$ cat config.mk
export PLATFORM = sky130hd
export DESIGN_NAME = encoder_period_flat
export DESIGN_NICKNAME = d
export VERILOG_FILES = /design/src/rtl/motor_pkg.sv /design/src/rtl/encoder_period_if.sv /design/src/rtl/encoder_period_edge_filter.sv /design/src/rtl/encoder_period.sv /design/src/flat_wrapper.sv
export SDC_FILE = /design/constraint.sdc
export NUM_CORES = 1
export LEC_CHECK = 0
export BUFFER_PORTS_ARGS = -buffer_cell sky130_fd_sc_hd__buf_2
export CORE_MARGIN = 4
export CORE_UTILIZATION = 55
export DETAILED_ROUTE_END_ITERATION = 8
export GPL_TIMING_DRIVEN = 0
export PLACE_DENSITY = 0.85
export SLEW_MARGIN = 15
export SYNTH_ARGS = -nofsm -noshare
export SYNTH_HDL_FRONTEND = slang
export SYNTH_SLANG_ARGS = --single-unit
$ cat constraint.sdc
create_clock -name clk -period 4.9 [get_ports clk]
set_clock_uncertainty 0.15 [all_clocks]
set_input_delay 0.49 -clock clk [delete_from_list [all_inputs] [get_ports clk]]
set_output_delay 0.49 -clock clk [all_outputs]
set_load 0.005 [all_outputs]
$ cat src/rtl/motor_pkg.sv
// Constants and types shared by the encoder, speed-to-duty and driver stages.
package motor_pkg;

  localparam int PERIOD_W = 32;
  localparam int SPEED_W  = 32;
  localparam int DUTY_W   = 32;

  // Saturated period code meaning "stalled / no motion measured".
  localparam logic signed [PERIOD_W-1:0] PERIOD_MAX = 32'sh7fffffff;

  typedef logic signed [PERIOD_W-1:0] period_t;

  typedef enum logic {
    DIR_FWD = 1'b0,
    DIR_REV = 1'b1
  } dir_e;

endpackage

$ cat src/rtl/encoder_period_if.sv
// Output bundle of the encoder period meter towards the speed-to-duty stage.
interface encoder_period_if;
  import motor_pkg::*;

  // period_valid is a one-cycle strobe with no back-pressure: the consumer must
  // take period/direction/edge_count in the cycle the strobe is high.
  period_t            period;
  logic               period_valid;
  dir_e               direction;
  logic signed [31:0] edge_count;
  logic [0:0]         state;

  modport master (output period, output period_valid, output direction,
                  output edge_count, output state);
  modport slave  (input period, input period_valid, input direction,
                  input edge_count, input state);
endinterface

$ cat src/rtl/encoder_period_edge_filter.sv
// One encoder channel: multi-flop synchroniser followed by a run-length debounce.
module edge_filter #(
  parameter int SYNC_STAGES   = 2,
  parameter int GLITCH_CYCLES = 4
) (
  input  logic clk,
  input  logic reset,
  input  logic raw,
  output logic level,
  output logic rise
);
  localparam int CW = (GLITCH_CYCLES > 1) ? $clog2(GLITCH_CYCLES) : 1;

  logic [SYNC_STAGES-1:0] sync_q;
  logic [CW-1:0]          run_cnt;
  logic                   synced;

  assign synced = sync_q[SYNC_STAGES-1];

  // run_cnt counts consecutive cycles the synchronised input disagrees with
  // level; any agreeing sample restarts the run, so short pulses never land.
  always_ff @(posedge clk) begin
    if (reset) begin
      sync_q  <= '0;
      run_cnt <= '0;
      level   <= 1'b0;
      rise    <= 1'b0;
    end else begin
      sync_q <= {sync_q[SYNC_STAGES-2:0], raw};
      rise   <= 1'b0;
      if (synced != level) begin
        if (run_cnt == CW'(GLITCH_CYCLES - 1)) begin
          level   <= synced;
          rise    <= synced;
          run_cnt <= '0;
        end else begin
          run_cnt <= run_cnt + CW'(1);
        end
      end else begin
        run_cnt <= '0;
      end
    end
  end

endmodule

$ cat src/rtl/encoder_period.sv
// Quadrature encoder speed meter: signed A-to-A period, stall detection and a
// running signed position count.
module encoder_period #(
  parameter int          SYNC_STAGES   = 2,
  parameter int          GLITCH_CYCLES = 4,
  parameter logic [31:0] TIMEOUT       = 32'd5000000,
  parameter logic [31:0] PERIOD_MAX    = motor_pkg::PERIOD_MAX
) (
  input  logic             clk,
  input  logic             reset,
  input  logic             enc_a,
  input  logic             enc_b,
  encoder_period_if.master bus
);
  localparam logic [0:0] ST_IDLE  = 1'b0;
  localparam logic [0:0] ST_ARMED = 1'b1;

  logic                   a_rise;
  logic                   a_level;
  logic                   b_level;
  logic                   b_rise;
  logic [0:0]             state_q;
  logic [31:0]            cnt_q;
  motor_pkg::period_t     period_q;
  logic                   valid_q;
  motor_pkg::dir_e        dir_q;
  logic signed [31:0]     edge_count_q;
  logic                   timeout_hit;

  edge_filter #(.SYNC_STAGES(SYNC_STAGES), .GLITCH_CYCLES(GLITCH_CYCLES)) u_filt_a (
    .clk   (clk),
    .reset (reset),
    .raw   (enc_a),
    .level (a_level),
    .rise  (a_rise)
  );

  edge_filter #(.SYNC_STAGES(SYNC_STAGES), .GLITCH_CYCLES(GLITCH_CYCLES)) u_filt_b (
    .clk   (clk),
    .reset (reset),
    .raw   (enc_b),
    .level (b_level),
    .rise  (b_rise)
  );

  // An A event in the same cycle takes priority over declaring a stall.
  assign timeout_hit = (state_q == ST_ARMED) && (cnt_q == TIMEOUT) && !a_rise;

  always_ff @(posedge clk) begin
    if (reset) begin
      state_q      <= ST_IDLE;
      cnt_q        <= '0;
      period_q     <= motor_pkg::period_t'(PERIOD_MAX);
      valid_q      <= 1'b0;
      dir_q        <= motor_pkg::DIR_FWD;
      edge_count_q <= '0;
    end else begin
      valid_q <= 1'b0;
      if (a_rise) begin
        dir_q        <= motor_pkg::dir_e'(b_level);
        edge_count_q <= b_level ? edge_count_q - 32'sd1 : edge_count_q + 32'sd1;
        cnt_q        <= 32'd1;
        state_q      <= ST_ARMED;
        if (state_q == ST_ARMED) begin
          period_q <= b_level ? -$signed(cnt_q) : $signed(cnt_q);
          valid_q  <= 1'b1;
        end
      end else if (timeout_hit) begin
        period_q <= motor_pkg::period_t'(PERIOD_MAX);
        valid_q  <= 1'b1;
        state_q  <= ST_IDLE;
      end else if ((state_q == ST_ARMED) && (cnt_q != TIMEOUT)) begin
        cnt_q <= cnt_q + 32'd1;
      end
    end
  end

  assign bus.period       = period_q;
  assign bus.period_valid = valid_q;
  assign bus.direction    = dir_q;
  assign bus.edge_count   = edge_count_q;
  assign bus.state        = state_q;

endmodule

$ cat src/flat_wrapper.sv
// flat-port wrapper written by rule: the top's interface ports become plain ports
module encoder_period_flat 
#(
  parameter int          SYNC_STAGES   = 2,
  parameter int          GLITCH_CYCLES = 4,
  parameter logic [31:0] TIMEOUT       = 32'd5000000,
  parameter logic [31:0] PERIOD_MAX    = motor_pkg::PERIOD_MAX
)
  (clk, reset, enc_a, enc_b, bus_period, bus_period_valid, bus_direction, bus_edge_count, bus_state);
  encoder_period_if bus_i ();
  input  logic clk;
  input  logic reset;
  input  logic enc_a;
  input  logic enc_b;
  output wire logic [$bits(bus_i.period)-1:0] bus_period;
  output wire logic [$bits(bus_i.period_valid)-1:0] bus_period_valid;
  output wire logic [$bits(bus_i.direction)-1:0] bus_direction;
  output wire logic [$bits(bus_i.edge_count)-1:0] bus_edge_count;
  output wire logic [$bits(bus_i.state)-1:0] bus_state;
  assign bus_period = bus_i.period;
  assign bus_period_valid = bus_i.period_valid;
  assign bus_direction = bus_i.direction;
  assign bus_edge_count = bus_i.edge_count;
  assign bus_state = bus_i.state;
  encoder_period #(.SYNC_STAGES(SYNC_STAGES), .GLITCH_CYCLES(GLITCH_CYCLES), .TIMEOUT(TIMEOUT), .PERIOD_MAX(PERIOD_MAX)) u_core (.clk(clk), .reset(reset), .enc_a(enc_a), .enc_b(enc_b), .bus(bus_i));
endmodule
==> results of run 1 <==
[cell usage after synthesis (all sizes together) (5+ instances only)]
cell and instances:
a21o 11, a21oi 63, a22o 16, and2 5
and3 10, clkbuf 45, dfxtp 110, ha 34
inv 10, mux2i 15, nand2 43, nand2b 11
nand3 21, nand4 14, nor2 95, nor2b 16
nor3 8, o211ai 5, o21ai 42, o21bai 6
o31ai 12, or2 5, or3 17, or4 8
xnor2 27, xor2 57
[flip-flops by register name (all words and copies together) (netlist names)]
name	cells
u_core.bus.edge_count	32
u_core.bus.period	32
u_core.cnt_q	32
u_core.u_filt_a.run_cnt	2
u_core.u_filt_a.sync_q	2
u_core.u_filt_b.run_cnt	2
u_core.u_filt_b.sync_q	2
u_core.bus.direction	1
u_core.bus.period_valid	1
u_core.bus.state	1
u_core.u_filt_a.level	1
u_core.u_filt_a.rise	1
u_core.u_filt_b.level	1
[worst max-delay path, stage by stage, from the launching register on]
cell,delay [ns]
sky130_fd_sc_hd__dfxtp_2,0.80
sky130_fd_sc_hd__ha_1,0.42
sky130_fd_sc_hd__a21o_1,0.21
sky130_fd_sc_hd__a221oi_1,0.65
sky130_fd_sc_hd__o211ai_1,0.23
sky130_fd_sc_hd__o31a_1,0.31
sky130_fd_sc_hd__o31ai_1,0.63
sky130_fd_sc_hd__nor3_1,0.15
sky130_fd_sc_hd__or3_1,0.33
sky130_fd_sc_hd__a32o_1,0.24
[per-layer routing]
metal	track usage [%]	part of all wire [%]	vias to the layer above
met5	0	0	-
met4	5.30	1.4	0
met3	4.39	5.4	15
met2	35.5	45	132
met1	30.4	48	2563
li1	-	-	2797
[cell usage in the layout (no fill, tap or decap), types with 3 or more instances in the layout]
cell,netlist,layout
sky130_fd_sc_hd__nor4_1,4,4
sky130_fd_sc_hd__o31ai_1,11,11
sky130_fd_sc_hd__o21ai_0,39,39
sky130_fd_sc_hd__inv_1,10,10
sky130_fd_sc_hd__or3_1,15,15
sky130_fd_sc_hd__a21o_1,11,11
sky130_fd_sc_hd__o211ai_1,5,5
sky130_fd_sc_hd__a21oi_1,63,63
sky130_fd_sc_hd__and2_1,4,4
sky130_fd_sc_hd__or4_1,3,3
sky130_fd_sc_hd__nor2_1,95,95
sky130_fd_sc_hd__nand2b_1,11,11
sky130_fd_sc_hd__a31oi_1,4,4
sky130_fd_sc_hd__nand3_1,21,21
sky130_fd_sc_hd__xnor2_1,27,27
sky130_fd_sc_hd__nor3_1,8,8
sky130_fd_sc_hd__o21a_1,4,4
sky130_fd_sc_hd__ha_1,34,34
sky130_fd_sc_hd__xor2_1,57,57
sky130_fd_sc_hd__clkbuf_1,45,47
sky130_fd_sc_hd__buf_1,3,3
sky130_fd_sc_hd__o21bai_1,6,6
sky130_fd_sc_hd__nand4_1,14,14
sky130_fd_sc_hd__or4_4,5,5
sky130_fd_sc_hd__dfxtp_1,110,109
sky130_fd_sc_hd__a22o_1,16,16
sky130_fd_sc_hd__buf_2,0,70
sky130_fd_sc_hd__a41oi_1,3,3
sky130_fd_sc_hd__nor2b_1,16,16
sky130_fd_sc_hd__nand2_1,43,43
sky130_fd_sc_hd__and3_1,9,9
sky130_fd_sc_hd__o41ai_1,3,3
sky130_fd_sc_hd__clkbuf_16,0,9
sky130_fd_sc_hd__or2_2,4,4
sky130_fd_sc_hd__mux2i_1,15,15
[path summary, 6_finish.rpt]
kind	depth (start not counted)	from	end
worst max-delay path	9	u_core.u_filt_b.level	u_core.bus.edge_count[26]
worst min-delay path	2	enc_a	u_core.u_filt_a.sync_q[0]
worst max register to register	9	u_core.u_filt_b.level	u_core.bus.edge_count[26]
worst min register to register	1	u_core.u_filt_b.run_cnt[0]	u_core.u_filt_b.run_cnt[0]
[power by group]
part | internal (µW) | leakage, µW | switching [µW]
clock | 414 | 0.000143 | 334
sequential | 895 | 0.000888 | 0.914
combinational | 6.41 | 0.00192 | 18.2
[metrics by stage]
stage	total power, µW	utilization [%]	setup WS [ns]
after floorplan	933	-	1.20
after global placement	941	61.7	0.368
after detailed placement	941	61.7	0.800
after CTS	1680	64.4	0.762
after global routing	1720	64.4	0.520
final	1670	64.4	0.675
[cell type report]
cell class / instances / area [µm²]
buffer: 49 / 191
clock buffer: 12 / 246
clock inverter: 4 / 55.1
fill: 941 / 3910
inverter: 10 / 37.5
multi-input combinational: 579 / 3820
sequential: 110 / 2200
tap: 140 / 175
timing repair buffer: 70 / 350
[cell families after synthesis]
logic type / count (synthesis) / share of synthesized area (%)
compound gates: 182 / 18.7
xor+xnor: 84 / 11.8
fa+ha+maj: 35 / 7.13
buf+inv: 59 / 3.66
flops: 110 / 35.2
mux: 16 / 2.58
simple gates: 262 / 20.9
==> impl_metrics.tcl, run 1 <==
set metrics [dict create \
    final_net_count 868 \
    first_global_vias 5167 \
    drc_violations_left 0 \
    floorplan.core_area_mm2 0.0110 \
    layout_worst_path_cycle_share_pct 86.2 \
    clock_sinks 110 \
    maxCapViolCount 0 \
    postSynthCellCount 748 \
    route.antenna.remaining_nets 0 \
    detailedPlacementHpwl_um 10400 \
    max_freq_mhz 237 \
    holdCritPathClass "primary input to flip-flop" \
    synth.yosys.seq_area_share_pct 35.2 \
    synth.ff_latch_count 110 \
    synth_top_area_share_pct 35.2 \
    final_layout_size_suffix_gt1_share_pct 12.5 \
    clk-insertion-delay-late_ns 0.35 \
    worst_ep_arrival_time_ns 4.32 \
    drt-wirelength-per-cell_um 14.8 \
    synth.area.top_cells "sky130_fd_sc_hd__dfxtp_1 (35%), sky130_fd_sc_hd__xor2_1 (8.0%), sky130_fd_sc_hd__ha_1 (6.8%), sky130_fd_sc_hd__nor2_1 (5.7%), sky130_fd_sc_hd__a21oi_1 (5.0%)" \
    post_cts_resized 0 \
    synth.yosys.warnings 0 \
    cts_max_path_buffers 2 \
    slew_at_the_pin_closest_to_its_max_slew_limit_ns 1.00 \
    grt_util_all_layers_pct 22.0 \
    syn_to_final_growth_pct 13.3 \
    powerDensity_mw_per_mm2 236 \
    dieArea_mm2 0.0131 \
    finalWirelength_um 14400 \
    ir_worst_vdd_uv 194 \
    static-leakage-power_uw 0.00295 \
    placed_cell_area_mm2 0.00678 \
    clock_tree.htree_level_count 3 \
    io-pin-count 71 \
    critPathKind "flip-flop to flip-flop" \
    synth-edff-count 0 \
    die-width_um 115 \
    critPathRequiredTime_ns 4.99 \
    synthArstFlopShare_pct 0 \
    clkTransAtPathRegs_ns 0.07 \
    rows 38 \
    clockRootBuffer "sky130_fd_sc_hd__clkbuf_16" \
    cts_inserted_buffers 9 \
    finalNonFillerCells 974 \
    synthDominantAreaCellType "sky130_fd_sc_hd__dfxtp_1" \
    detailedRoute.firstIterationViolations 343 \
    final_count_of_hold_timing_violations 0 \
    cp-end-kind "flip-flop" \
    cts_tree "built" \
    syn_nets 787 \
    port-buffer-count 70 \
    period_needed_ns 4.23 \
    post-cts-setup-buffer-count 0 \
    finish.instance_area_mm2 0.00708 \
    ctsHoldBuffers 0 \
    grt_max_degree 33 \
    critPathMaxFanout 32 \
    rsz0062_at_grt "no" \
    slew_viol_final 0 \
    fp.dieH_um 115 \
    whs_ns 0.223 \
    timing.slew.headroom_pct 32.8 \
    post_synth_num_cell_types 58 \
    synth_area_per_cell_um2 8.35 \
    ys_dominant_reg_cell "sky130_fd_sc_hd__dfxtp_1" \
    initial_core_utilization_pct 56.9 \
    dpl.cell_count 958 \
    overflow 0 \
    first_pass_grt_wire_length_um 23900 \
    timing.reg2reg.setup_slack_ns 0.67 \
    diodes 0 \
    drt_pre_antenna_iters 5 \
    total_standard_cell_area_after_synthesis_mm2 0.00625 \
    setup_viol 0 \
    dr_vias 5507 \
    grt_antenna_before_repair 0 \
    status "complete, no violations" \
    gp_congestion 0.895 \
    cp-start-kind "flip-flop" \
    setup-tns-final_ns 0 \
    post_drt_via_cell_ratio 5.65 \
]
No activity file was read; power rests on OpenSTA's default activity.
==> run 2, diff against run 1 <==
==> constraint.sdc (replaced) <==
create_clock -name clk -period 4.15 [get_ports clk]
set_clock_uncertainty 0.15 [all_clocks]
set_input_delay 0.415 -clock clk [delete_from_list [all_inputs] [get_ports clk]]
set_output_delay 0.415 -clock clk [all_outputs]
set_load 0.005 [all_outputs]
==> impl_metrics.tcl, run 2 (same netlist as run 1, synthesis figures left out) <==
set metrics [dict create \
    status "complete, no violations" \
    internal_power_contribution_uw 1550 \
    clock_power_share_pct 44.9 \
    switching_share_pct 21.2 \
    drc_violations_left 0 \
    critPathMaxFanout 32 \
    grt_antenna_before_repair 0 \
    r2r.worst_path.cells 9 \
    fp.dieH_um 115 \
    placed_cell_area_mm2 0.00678 \
    floorplan.core_area_mm2 0.0110 \
    clkTransAtPathRegs_ns 0.07 \
    critPathKind "flip-flop to flip-flop" \
    ir_worst_vdd_uv 230 \
    cts_tree "built" \
    slew_viol_final 0 \
    detailedPlacementHpwl_um 10400 \
    syn_to_final_growth_pct 13.3 \
    first_global_vias 5167 \
    finalNonFillerCells 974 \
    max_stage_delay_ns 0.67 \
    maxCapViolCount 0 \
    post-cts-setup-buffer-count 0 \
    final_net_count 868 \
    overflow 0 \
    die-width_um 115 \
    detailedRoute.firstIterationViolations 358 \
    grt_max_degree 33 \
    powerDensity_mw_per_mm2 278 \
    drt_pre_antenna_iters 6 \
    static-leakage-power_uw 0.00295 \
    setup_viol 0 \
    slowest_stage "sky130_fd_sc_hd__a221oi_1" \
    hold_depth 2 \
    post_drt_via_cell_ratio 5.68 \
    clockRootBuffer "sky130_fd_sc_hd__clkbuf_16" \
    critPathRequiredTime_ns 4.24 \
    net-switching-power_uw 417 \
    route.antenna.remaining_nets 0 \
    final-seq-area_mm2 0.00221 \
    slew_at_the_pin_closest_to_its_max_slew_limit_ns 1.02 \
    layout_worst_path_cycle_share_pct 95.7 \
    multiInputGateArea_mm2 0.00382 \
    grt_util_all_layers_pct 22.0 \
    holdCritPathClass "primary input to flip-flop" \
    final_layout_size_suffix_gt1_share_pct 12.5 \
    first_pass_grt_wire_length_um 23900 \
    cp-start-kind "flip-flop" \
    io-pin-count 71 \
    cts_max_path_buffers 2 \
    combPwrFrac_pct 1.5 \
    initial_core_utilization_pct 56.9 \
    worst_ep_arrival_time_ns 4.06 \
    max_freq_mhz 252 \
    diodes 0 \
    cp-end-kind "flip-flop" \
    drt-wirelength-per-cell_um 14.8 \
    port-buffer-count 70 \
    clk-insertion-delay-late_ns 0.35 \
    rsz0062_at_grt "no" \
    clock_tree.htree_level_count 3 \
    mostFrequentLayoutCells "sky130_fd_sc_hd__dfxtp_1 (109), sky130_fd_sc_hd__nor2_1 (95), sky130_fd_sc_hd__buf_2 (70)" \
    most_common_library_cell_in_the_layout_ignoring_fill_and_taps "sky130_fd_sc_hd__dfxtp_1" \
    clock_sinks 110 \
    dieArea_mm2 0.0131 \
    finish.instance_area_mm2 0.00708 \
    cts_inserted_buffers 9 \
    final_count_of_hold_timing_violations 0 \
    finalWirelength_um 14400 \
    dr_vias 5529 \
    n_fill_cell 943 \
    ctsHoldBuffers 0 \
    timing.slew.headroom_pct 31.4 \
    period_needed_ns 3.97 \
    power_frac_seq_pct 53.7 \
    dpl.cell_count 958 \
    final_core_util_pct 64.5 \
    whs_ns 0.147 \
    rows 38 \
    gp_congestion 0.895 \
    path_cells "ha_1 > a21o_1 > a221oi_1 > o211ai_1 > o31a_1 > o31ai_1 > nor3_1 > or3_1 > a32o_1" \
]
[run 2: cell type report]
cell class	count	share of cell area [%]
timing repair buffer	70	4.95
tap	140	2.47
multi-input combinational	579	53.9
clock buffer	12	3.48
inverter	10	0.530
buffer	49	2.70
sequential	110	31.2
clock inverter	4	0.778
[run 2: routing by layer]
layer	up-vias	part of all wire (%)	global-route usage (%)
met5	-	0	0
met4	0	1.4	5.30
met3	17	5.1	4.39
met2	135	45	35.5
met1	2578	48	30.4
li1	2799	-	-
[run 2: power groups by stage]
stage / sequential [µW] / clock, µW / combinational, µW
global placement: 1080 / 0 / 28.6
global route: 1060 / 943 / 32.2
finish: 1060 / 884 / 28.9
detailed placement: 1080 / 0 / 28.9
CTS: 1060 / 901 / 29.2
floorplan: 1080 / 0 / 18.8
[run 2: per-stage QoR]
step / setup TNS, ns / setup slack [ns] / power, µW
final: 0 / 0.178 / 1970
after global routing: 0 / 0.0249 / 2030
after CTS: 0 / 0.0117 / 1990
after detailed placement: 0 / 0.0498 / 1110
after global placement: -1.37 / -0.382 / 1110
after floorplan: 0 / 0.450 / 1100
[run 2: critical path, delay by kind of cell (launching register included)]
| kind | cells | cell delay, ns |
|---|---|---|
| AO/OA/AOI/OAI | 6 | 2.25 |
| flip-flops | 1 | 0.61 |
| AND/OR/NAND/NOR | 2 | 0.47 |
| adder cells (fa/ha/maj) | 1 | 0.37 |
[run 2: final timing paths]
check	endpoint	from	slack, ns
setup / recovery	u_core.bus.edge_count[26]	u_core.u_filt_b.level	0.18
hold / removal	u_core.u_filt_a.sync_q[0]	enc_a	0.15
setup reg to reg	u_core.bus.edge_count[26]	u_core.u_filt_b.level	0.18
hold reg to reg	u_core.u_filt_b.run_cnt[0]	u_core.u_filt_b.run_cnt[0]	0.28
[run 2: what timing repair did]
item | CTS | global route
endpoints found under the setup margin | 0 | 5
resized for setup | 0 | 1
endpoints found under the hold margin | 0 | 0
==> run 3, diff against run 2 <==
--- a/config.mk
+++ b/config.mk
@@ -6,8 +6,8 @@
 export NUM_CORES = 1
 export LEC_CHECK = 0
 export BUFFER_PORTS_ARGS = -buffer_cell sky130_fd_sc_hd__buf_2
-export CORE_MARGIN = 4
-export CORE_UTILIZATION = 55
+export CORE_MARGIN = 2
+export CORE_UTILIZATION = 53
 export DETAILED_ROUTE_END_ITERATION = 8
 export GPL_TIMING_DRIVEN = 0
 export PLACE_DENSITY = 0.85
==> constraint.sdc (replaced) <==
create_clock -name clk -period 3.3 [get_ports clk]
set_clock_uncertainty 0.15 [all_clocks]
set_input_delay 0.33 -clock clk [delete_from_list [all_inputs] [get_ports clk]]
set_output_delay 0.33 -clock clk [all_outputs]
set_load 0.005 [all_outputs]
==> impl_metrics.tcl, run 3 (same netlist as run 1, synthesis figures left out) <==
set metrics [dict create \
    slowest_stage "sky130_fd_sc_hd__dfxtp_4" \
    most_common_library_cell_in_the_layout_ignoring_fill_and_taps "sky130_fd_sc_hd__dfxtp_1" \
    drt-wirelength-per-cell_um 15.4 \
    floorplan.core_area_mm2 0.0115 \
    dr_vias 5702 \
    final_net_count 876 \
    grt_util_all_layers_pct 24.1 \
    power_frac_seq_pct 53.2 \
    clockRootBuffer "sky130_fd_sc_hd__clkbuf_16" \
    clkTransAtPathRegs_ns 0.07 \
    rows 39 \
    cp-start-kind "flip-flop" \
    clock_power_share_pct 45.3 \
    io-pin-count 71 \
    cts_max_path_buffers 2 \
    multiInputGateArea_mm2 0.00394 \
    setup_viol 0 \
    grt_max_degree 18 \
    slew_at_the_pin_closest_to_its_max_slew_limit_ns 0.938 \
    worst_setup_path_endpoint "u_core.bus.edge_count[26]" \
    grt_antenna_before_repair 0 \
    timing.slew.headroom_pct 37.0 \
    static-leakage-power_uw 0.00301 \
    critPathKind "flip-flop to flip-flop" \
    detailedPlacementHpwl_um 10400 \
    post_drt_via_cell_ratio 5.79 \
    ir_worst_vdd_uv 318 \
    cts_tree "built" \
    period_needed_ns 3.21 \
    combPwrFrac_pct 1.5 \
    max_freq_mhz 311 \
    first_global_vias 5236 \
    ctsHoldBuffers 0 \
    timing.reg2reg.setup_slack_ns 0.09 \
    r2r.worst_path.cells 10 \
    cp-startpoint "u_core.u_filt_b.level" \
    holdCritPathClass "primary input to flip-flop" \
    syn_to_final_growth_pct 17.0 \
    fp.dieH_um 113 \
    gp_congestion 0.912 \
    dieArea_mm2 0.0127 \
    switching_share_pct 21.1 \
    clk-insertion-delay-late_ns 0.35 \
    internal_power_contribution_uw 1970 \
    timing.rr.start "u_core.u_filt_b.level" \
    overflow 0 \
    port-buffer-count 70 \
    max_stage_delay_ns 0.39 \
    slew_viol_final 0 \
    pre_cts_slack_ns -0.549 \
    final-seq-area_mm2 0.00221 \
    die-width_um 113 \
    detailedRoute.firstIterationViolations 474 \
    final_layout_size_suffix_gt1_share_pct 16.3 \
    final_count_of_hold_timing_violations 0 \
    critPathRequiredTime_ns 3.40 \
    rsz0062_at_grt "yes" \
    critPathMaxFanout 16 \
    drt_pre_antenna_iters 5 \
    n_fill_cell 964 \
    dpl.cell_count 961 \
    timing.rr.end "u_core.bus.edge_count[26]" \
    status "complete, no violations" \
    powerDensity_mw_per_mm2 342 \
    layout_worst_path_cycle_share_pct 97.4 \
    maxCapViolCount 0 \
    finalNonFillerCells 985 \
    cts_inserted_buffers 9 \
    initial_core_utilization_pct 54.5 \
    drc_violations_left 0 \
    net-switching-power_uw 528 \
    worst_ep_arrival_time_ns 3.31 \
    first_pass_grt_wire_length_um 25000 \
    mostFrequentLayoutCells "sky130_fd_sc_hd__dfxtp_1 (107), sky130_fd_sc_hd__nor2_1 (95), sky130_fd_sc_hd__buf_2 (70)" \
    clock_sinks 110 \
    diodes 0 \
    route.antenna.remaining_nets 0 \
    cp-end-kind "flip-flop" \
    setup_ws_post_layout_ns 0.0872 \
    clock_tree.htree_level_count 3 \
    path_cells "buf_8 > fa_2 > a21o_1 > a221oi_4 > o211ai_1 > o31a_1 > o31ai_4 > nor3_1 > or3_1 > a32o_1" \
    finalWirelength_um 15200 \
]
run 3: area by class of cell:
type                       instances  area share, %
buffer                            44           2.31
multi-input combinational        579           53.9
timing repair buffer              83           6.37
sequential                       110           30.3
clock inverter                     4          0.736
inverter                          10          0.514
clock buffer                      12           3.51
tap                              143           2.45
run 3: power groups by stage:
stage	sequential, µW	combinational [µW]	clock, µW
after floorplan	1360	23.7	0
after global routing	1330	41.3	1220
after global placement	1360	36.2	0
after CTS	1330	37.2	1160
after detailed placement	1360	36.5	0
final	1330	37.9	1130
run 3: how the worst min path moves through the flow:
stage / slack [ns] / start / endpoint / cells past startpoint
2_1_floorplan: 0.25 / u_core.u_filt_a.run_cnt[0] / u_core.u_filt_a.run_cnt[0] / 1
3_3_place_gp: 0.26 / u_core.u_filt_b.run_cnt[0] / u_core.u_filt_b.run_cnt[0] / 1
3_5_place_dp: 0.27 / u_core.u_filt_b.run_cnt[0] / u_core.u_filt_b.run_cnt[0] / 1
4_1_cts: 0.03 / enc_a / u_core.u_filt_a.sync_q[0] / 2
5_1_grt: 0.04 / enc_b / u_core.u_filt_b.sync_q[0] / 2
6_report: 0.05 / enc_b / u_core.u_filt_b.sync_q[0] / 2
run 3: timing repair:
| item | 4_1_cts | 5_1_grt |
|---|---|---|
| cloned | 0 | 0 |
| endpoints found under the setup margin | 32 | 22 |
| gates resized for setup | 12 | 18 |
| pin swaps | 0 | 8 |
| setup buffers | 1 | 12 |
run 3: metal layers:
layer,routed length (µm),global-route usage [%],up-vias,part of all wire [%]
met3,979,5.35,36,6.5
met4,371,8.70,0,2.4
met1,6970,33.1,2608,46
met5,0,0,-,0
met2,6840,37.3,221,45
li1,-,-,2837,-
run 3: critical path: cells and delay by family, from the launching register on:
| family | cells | cell delay (ns) |
|---|---|---|
| buffers and inverters | 1 | 0.17 |
| adder cells (fa/ha/maj) | 1 | 0.37 |
| flip-flops | 1 | 0.39 |
| AND/OR/NAND/NOR | 2 | 0.41 |
| AO/OA/AOI/OAI | 6 | 1.63 |
run 3: stage by stage:
| stage | hold slack, ns | total power, µW | setup TNS [ns] | util, % | area (µm²) |
|---|---|---|---|---|---|
| 2_1_floorplan | 0.247 | 1380 | 0 | - | 6250 |
| 5_1_grt | 0.0374 | 2590 | -0.0146 | 63.7 | 7310 |
| 3_3_place_gp | 0.259 | 1400 | -6.92 | 59.1 | 6780 |
| 3_5_place_dp | 0.265 | 1400 | -6.55 | 59.1 | 6780 |
| 6_report | 0.0497 | 2500 | 0 | 63.7 | 7310 |
| 4_1_cts | 0.0329 | 2520 | -0.0149 | 62.4 | 7160 |
